$ cat src/rtl/nl_pkg.sv
// Shared constants, level geometry and FSM state type for the
// carry-lookahead nonlinear-term generator.
package nl_pkg;

  localparam int NBIT_DFLT = 4;
  localparam int NNL_DFLT  = 56;

  typedef enum logic [1:0] {IDLE, CALC, DONE} state_t;

  // Offset of level k's terms inside n.
  function automatic int lvl_off(input int k);
    return 2 ** (k + 2) - 4 - k;
  endfunction

  // Number of terms produced at level k; level -1 is the lone c_in term.
  function automatic int lvl_len(input int k);
    return (k < 0) ? 1 : 2 ** (k + 2) - 1;
  endfunction

  function automatic int nnl_for(input int nbit);
    return 2 ** (nbit + 2) - nbit - 4;
  endfunction

endpackage

$ cat src/rtl/nl_level_expand.sv
// Expands one carry level: [a&b, a&t_0.., b&t_0..] from the previous-level terms.
module nl_level_expand #(
  parameter int PREV_W = 31,
  parameter int LEN_W  = $clog2(PREV_W + 1)
) (
  input  logic              a_k,
  input  logic              b_k,
  input  logic [PREV_W-1:0] prev,
  input  logic [LEN_W-1:0]  prev_len,
  output logic [PREV_W-1:0] terms
);

  logic [PREV_W-1:0] keep;
  logic [PREV_W-1:0] a_part;
  logic [PREV_W-1:0] b_part;
  logic [LEN_W:0]    b_shift;

  // Bits of prev above prev_len are stale and must never reach the output.
  assign keep    = ~({PREV_W{1'b1}} << prev_len);
  assign a_part  = {PREV_W{a_k}} & prev & keep;
  assign b_part  = {PREV_W{b_k}} & prev & keep;
  assign b_shift = (LEN_W + 1)'(prev_len) + (LEN_W + 1)'(1);

  assign terms = (b_part << b_shift) | (a_part << 1) | {{(PREV_W - 1){1'b0}}, a_k & b_k};

endmodule

$ cat src/rtl/nonlinear_part.sv
// Iterative generator of the ANF product terms of a ripple carry chain,
// one bit level per clock, behind valid/ready handshakes.
module nonlinear_part
  import nl_pkg::*;
#(
  parameter int NBIT = NBIT_DFLT,
  parameter int NNL  = NNL_DFLT
) (
  input  logic            clk,
  input  logic            rst_n,
  input  logic            in_valid,
  output logic            in_ready,
  input  logic [NBIT-1:0] a,
  input  logic [NBIT-1:0] b,
  input  logic            c_in,
  output logic            out_valid,
  input  logic            out_ready,
  output logic [NNL-1:0]  n,
  output logic [NBIT-1:0] a_q,
  output logic [NBIT-1:0] b_q,
  output logic            c_q
);

  localparam int PREV_W = 2 ** (NBIT + 1) - 1;
  localparam int LEN_W  = $clog2(PREV_W + 1);
  localparam int LVL_W  = (NBIT > 1) ? $clog2(NBIT) : 1;

  if (NNL != nnl_for(NBIT)) begin : g_nnl_bad
    $error("nonlinear_part: NNL inconsistent with NBIT");
  end

  state_t            state;
  logic [LVL_W-1:0]  lvl;
  logic [PREV_W-1:0] prev;
  logic [PREV_W-1:0] terms;
  logic [LEN_W-1:0]  prev_len;
  logic              a_bit;
  logic              b_bit;
  logic [NNL-1:0]    n_upd;
  logic [NNL-1:0]    lvl_field [NBIT];
  logic [NNL-1:0]    lvl_mask  [NBIT];

  assign a_bit = a_q[lvl];
  assign b_bit = b_q[lvl];

  nl_level_expand #(.PREV_W(PREV_W), .LEN_W(LEN_W)) u_expand (
    .a_k      (a_bit),
    .b_k      (b_bit),
    .prev     (prev),
    .prev_len (prev_len),
    .terms    (terms)
  );

  // Each level's slice of n, positioned at its fixed offset.
  for (genvar k = 0; k < NBIT; k++) begin : g_lvl
    localparam int OFF = lvl_off(k);
    localparam int LEN = lvl_len(k);
    assign lvl_mask[k]  = ((NNL'(1) << LEN) - NNL'(1)) << OFF;
    assign lvl_field[k] = NNL'(terms[LEN-1:0]) << OFF;
  end

  always_comb begin
    prev_len = LEN_W'(1);
    n_upd    = n;
    for (int k = 0; k < NBIT; k++) begin
      if (lvl == LVL_W'(k)) begin
        prev_len = LEN_W'(lvl_len(k - 1));
        n_upd    = (n & ~lvl_mask[k]) | lvl_field[k];
      end
    end
  end

  always_ff @(posedge clk or negedge rst_n) begin
    if (!rst_n) begin
      state     <= IDLE;
      lvl       <= '0;
      n         <= '0;
      prev      <= '0;
      a_q       <= '0;
      b_q       <= '0;
      c_q       <= 1'b0;
      out_valid <= 1'b0;
      in_ready  <= 1'b1;
    end else begin
      case (state)
        IDLE: begin
          if (in_valid) begin
            a_q      <= a;
            b_q      <= b;
            c_q      <= c_in;
            n        <= '0;
            prev     <= PREV_W'(c_in);
            lvl      <= '0;
            in_ready <= 1'b0;
            state    <= CALC;
          end
        end
        CALC: begin
          n    <= n_upd;
          prev <= terms;
          if (lvl == LVL_W'(NBIT - 1)) begin
            out_valid <= 1'b1;
            state     <= DONE;
          end else begin
            lvl <= lvl + LVL_W'(1);
          end
        end
        DONE: begin
          if (out_ready) begin
            out_valid <= 1'b0;
            in_ready  <= 1'b1;
            state     <= IDLE;
          end
        end
        default: state <= IDLE;
      endcase
    end
  end

endmodule

$ cat config.mk
export PLATFORM = sky130hd
export DESIGN_NAME = nonlinear_part
export DESIGN_NICKNAME = d
export VERILOG_FILES = /design/src/rtl/nl_pkg.sv /design/src/rtl/nl_level_expand.sv /design/src/rtl/nonlinear_part.sv
export SDC_FILE = /design/constraint.sdc
export NUM_CORES = 1
export LEC_CHECK = 0
export ABC_CLOCK_PERIOD_IN_PS = 2200
export CAP_MARGIN = 20
export CORE_UTILIZATION = 48
export DETAILED_ROUTE_END_ITERATION = 7
export MAX_ROUTING_LAYER = met4
export PLACE_DENSITY = 0.77
export SYNTH_ARGS = -nofsm -noshare
export SYNTH_HDL_FRONTEND = slang
export SYNTH_SLANG_ARGS = --single-unit
$ cat constraint.sdc
create_clock -name clk -period 2.2 [get_ports clk]
set_input_delay 0.44 -clock clk [delete_from_list [all_inputs] [get_ports clk]]
set_output_delay 0.44 -clock clk [all_outputs]
set_load 0.01 [all_outputs]
==> results.yml <==
synthesis:
  synth_cells: 453
  yosysSeqAreaShare_pct: 49.16
  yosysWarningCount: 0
  yosys_register_bits: 86
  synth_area_um2: 4380
  postSynthAreaPerCell_um2: 9.670
  yosys_most_used_dff: "dfrtp_1"
  synth.net_count: 474
  synth-edff-count: 0
  ys_types: 53
  async_flop_share_pct: 100.0
floorplanning:
  die_width_um: 97.53
  start_util_pct: 49.99
  die_h_um: 97.53
  num_rows: 34
  io_pins: 80
  die-area_um2: 9512
  fp.coreArea_um2: 8763
timing:
  worst_pin_slew_ps: 576.0
  finalSetupTns_ps: 0
  hold_viol_final: 0
  timing.final.crit_share_pct: 97.26
  fmax_mhz: 467.3
  relSlewSlack_pct: 61.60
  finalMaxSlewViolations: 0
  setup_viol: 0
  finalClockSkew_ps: 15.48
  setup_ws_ps: 60.18
  rsz0062_at_grt: "yes"
  fin_crit_ps: 2140
place:
  gp_congestion: 0.9547
  dp.cells: 692
  post-place-ws_ps: -155.7
  place.port_buffers: 79
  hpwl_um: 11600
power:
  p_int_mw: 4.604
  p_comb_share_pct: 54.1
  p_per_area_nw_per_um2: 1302
  power_mw: 8.014
  pwr-share-clk_pct: 17.7
  power_leakage_nw: 2.649
  vdd_drop_max_v: 0.0009901
  netSwitchingFraction_pct: 42.54
  pwr-share-seq_pct: 28.2
  switchingPower_mw: 3.409
status:
  outcome: "finished, final reports clean"
grt:
  busiest_layer: "met2"
  antenna_found_initial: 0
  grt_util_met1_pct: 46.26
  track_usage_pct: 33.97
  grt-ovfl-total: 0
  use_met3_pct: 4.676
  grt_pass1_vias: 4351
  grt_start_max_net_pins: 45
  met2_usage_pct: 51.91
  grt_first_pass_wirelength_um: 24050
cts:
  cts_buffer_depth: 2
  cts_setup_buffers: 0
  postCtsHoldBufs: 0
  insertion_delay_ps: 370
  clock_sinks: 86
  root_buffer: "clkbuf_8"
  cts_tree: "built"
  h-tree-depth: 3
  cts_buffers: 9
  cts.clk_slew.worst_paths_ps: 100
finish:
  n_antenna_cell: 0
  flow.area_growth_from_synthesis_pct: 40.56
  nFillCells: 674
  utilization_pct: 70.26
  drive_above_1_share_pct: 22.67
  fin_cells: 708
  final_nets: 616
hold_path:
  hold_class: "in -> async"
drt:
  avgRoutedWirePerCell_um: 21.53
  ant_nets: 0
  drtIter0Drc: 334
  wirelength_um: 15240
  dr.pass1.iters: 5
  drc: 0
  via_per_inst: 6.185
  via_count: 4379
worst_setup_path:
  cp_common_cell: "buf_4"
  reg2reg_depth: 9
  path_cells: "inv_1 -> buf_4 -> ha_2 -> buf_4 -> o21a_1 -> mux2i_2 -> nor2_2 -> a32oi_1 -> o21ai_0"
  cp_data_required_time_ps: 2430
  crit_arrival_ps: 2370
  slowest_delay_ps: 360
  worst_setup_path_end_kind: "register"
  crit_type: "reg -> reg"
  cpMaxStageDelayCell: "dfrtp_1"
  cp_max_fo: 6
  cp-start-kind: "register"
job:
  cap_violations: 0
## final timing paths
check	from	endpoint	slack, ps
max in group asynchronous	rst_n	lvl[0]	1490
worst min register to register	n[11]	n[11]	490
worst min-delay path	rst_n	n[39]	60
worst max-delay path	lvl[0]	n[29]	60
min in group clk	n[11]	n[11]	490
worst max register to register	lvl[0]	n[29]	60
## critical path: cells and delay by family, from the launching register on
kind / cells / cell delay (ps)
buffers and inverters: 3 / 400
adders and majority gates: 1 / 240
AOI/OAI and AO/OA: 3 / 610
muxes: 1 / 270
and+or+nand+nor: 1 / 120
DFF: 1 / 360
## per-stage QoR
step                hold WS [ps]  cell area [µm²]
finish                     58.20             6157
detailed placement         470.1             5812
CTS                        77.05             6085
global route               101.7             6157
floorplan                  144.4             4380
global placement           464.0             5812
## registers in the layout, summed over array words and instances, names as in the netlist
register	cells
in_ready	1
lvl	2
out_valid	1
c_q	1
n	56
prev	15
a_q	4
state	2
b_q	4
## power groups by stage
| stage | Clock [mW] | Combinational [mW] | Sequential (mW) |
|---|---|---|---|
| 2_1_floorplan | 0 | 1.93 | 2.33 |
| 3_5_place_dp | 0 | 4.09 | 2.28 |
| 4_1_cts | 1.44 | 4.15 | 2.25 |
| 3_3_place_gp | 0 | 4.05 | 2.27 |
| 5_1_grt | 1.50 | 4.59 | 2.29 |
| 6_report | 1.42 | 4.33 | 2.26 |
## synthesized netlist by cell type (3+ instances only)
cell type | n | share of area, %
a21oi_1 | 17 | 1.9
clkbuf_1 | 17 | 1.5
ha_1 | 8 | 2.3
inv_1 | 13 | 1.1
a221o_1 | 8 | 1.8
dfrtp_1 | 85 | 49
a22oi_1 | 7 | 1.2
o22ai_1 | 9 | 1.3
nor2_1 | 18 | 1.5
buf_2 | 8 | 0.91
and2_1 | 6 | 0.86
o21ai_1 | 3 | 0.34
a22o_1 | 15 | 3.0
nor3_1 | 4 | 0.46
o21ai_0 | 51 | 5.8
nand2b_1 | 6 | 0.86
and3_1 | 4 | 0.57
a21o_1 | 3 | 0.51
mux2_2 | 12 | 3.1
a31oi_1 | 8 | 1.1
nand3_1 | 12 | 1.4
nor2b_1 | 8 | 1.1
nand2_1 | 74 | 6.3
o221ai_1 | 9 | 1.8
mux2i_1 | 7 | 1.6
a32oi_1 | 5 | 1.0
## routing by layer
metal / vias up / part of all wire, % / routed length (µm)
met2: 210 / 48 / 7271
met5: - / 0 / 0
met1: 2200 / 43 / 6603
met3: 27 / 6.3 / 958
met4: 0 / 2.7 / 410
li1: 1942 / - / -
## cell families after synthesis
kind of cell	synth area share, %
fa+ha+maj	2.285
compound gates	23.68
mux	5.713
buf+inv	4.085
simple gates	15.08
flops	49.16
## layout make-up
type,count,area [µm²],share of cell area [%]
well taps,108,135.1,2.195
clock inverters,7,125.1,2.032
clock buffers,9,123.9,2.012
multi-input cells,326,2137,34.71
inverters,13,52.55,0.8535
flip-flops and latches,86,2153,34.97
repair buffers,159,1430,23.23
## timing repair
action | CTS | global route
pin swaps | 1 | 0
endpoints found under the hold margin | 0 | 0
setup endpoints to repair | 21 | 29
resized for setup | 8 | 16
## cell usage in the layout, fill, tap and decap left out, types with 3 or more instances in the layout
cell type,count
nor2b_1,8
clkdlybuf4s50_1,78
mux2i_1,4
nand3_1,12
buf_4,77
nand2b_1,6
clkbuf_8,9
nand2_1,74
dfrtp_1,85
inv_6,4
inv_1,12
o21ai_0,50
bufinv_16,3
o221ai_1,9
and2_1,5
a31oi_1,7
buf_12,3
nor2_1,16
o21ai_1,4
o22ai_1,8
a21oi_1,16
a22oi_1,7
mux2_2,12
a32oi_1,5
a221o_1,8
ha_1,4
a21o_1,3
a22o_1,15
nor3_1,3
(Power assumes the default switching activity.)
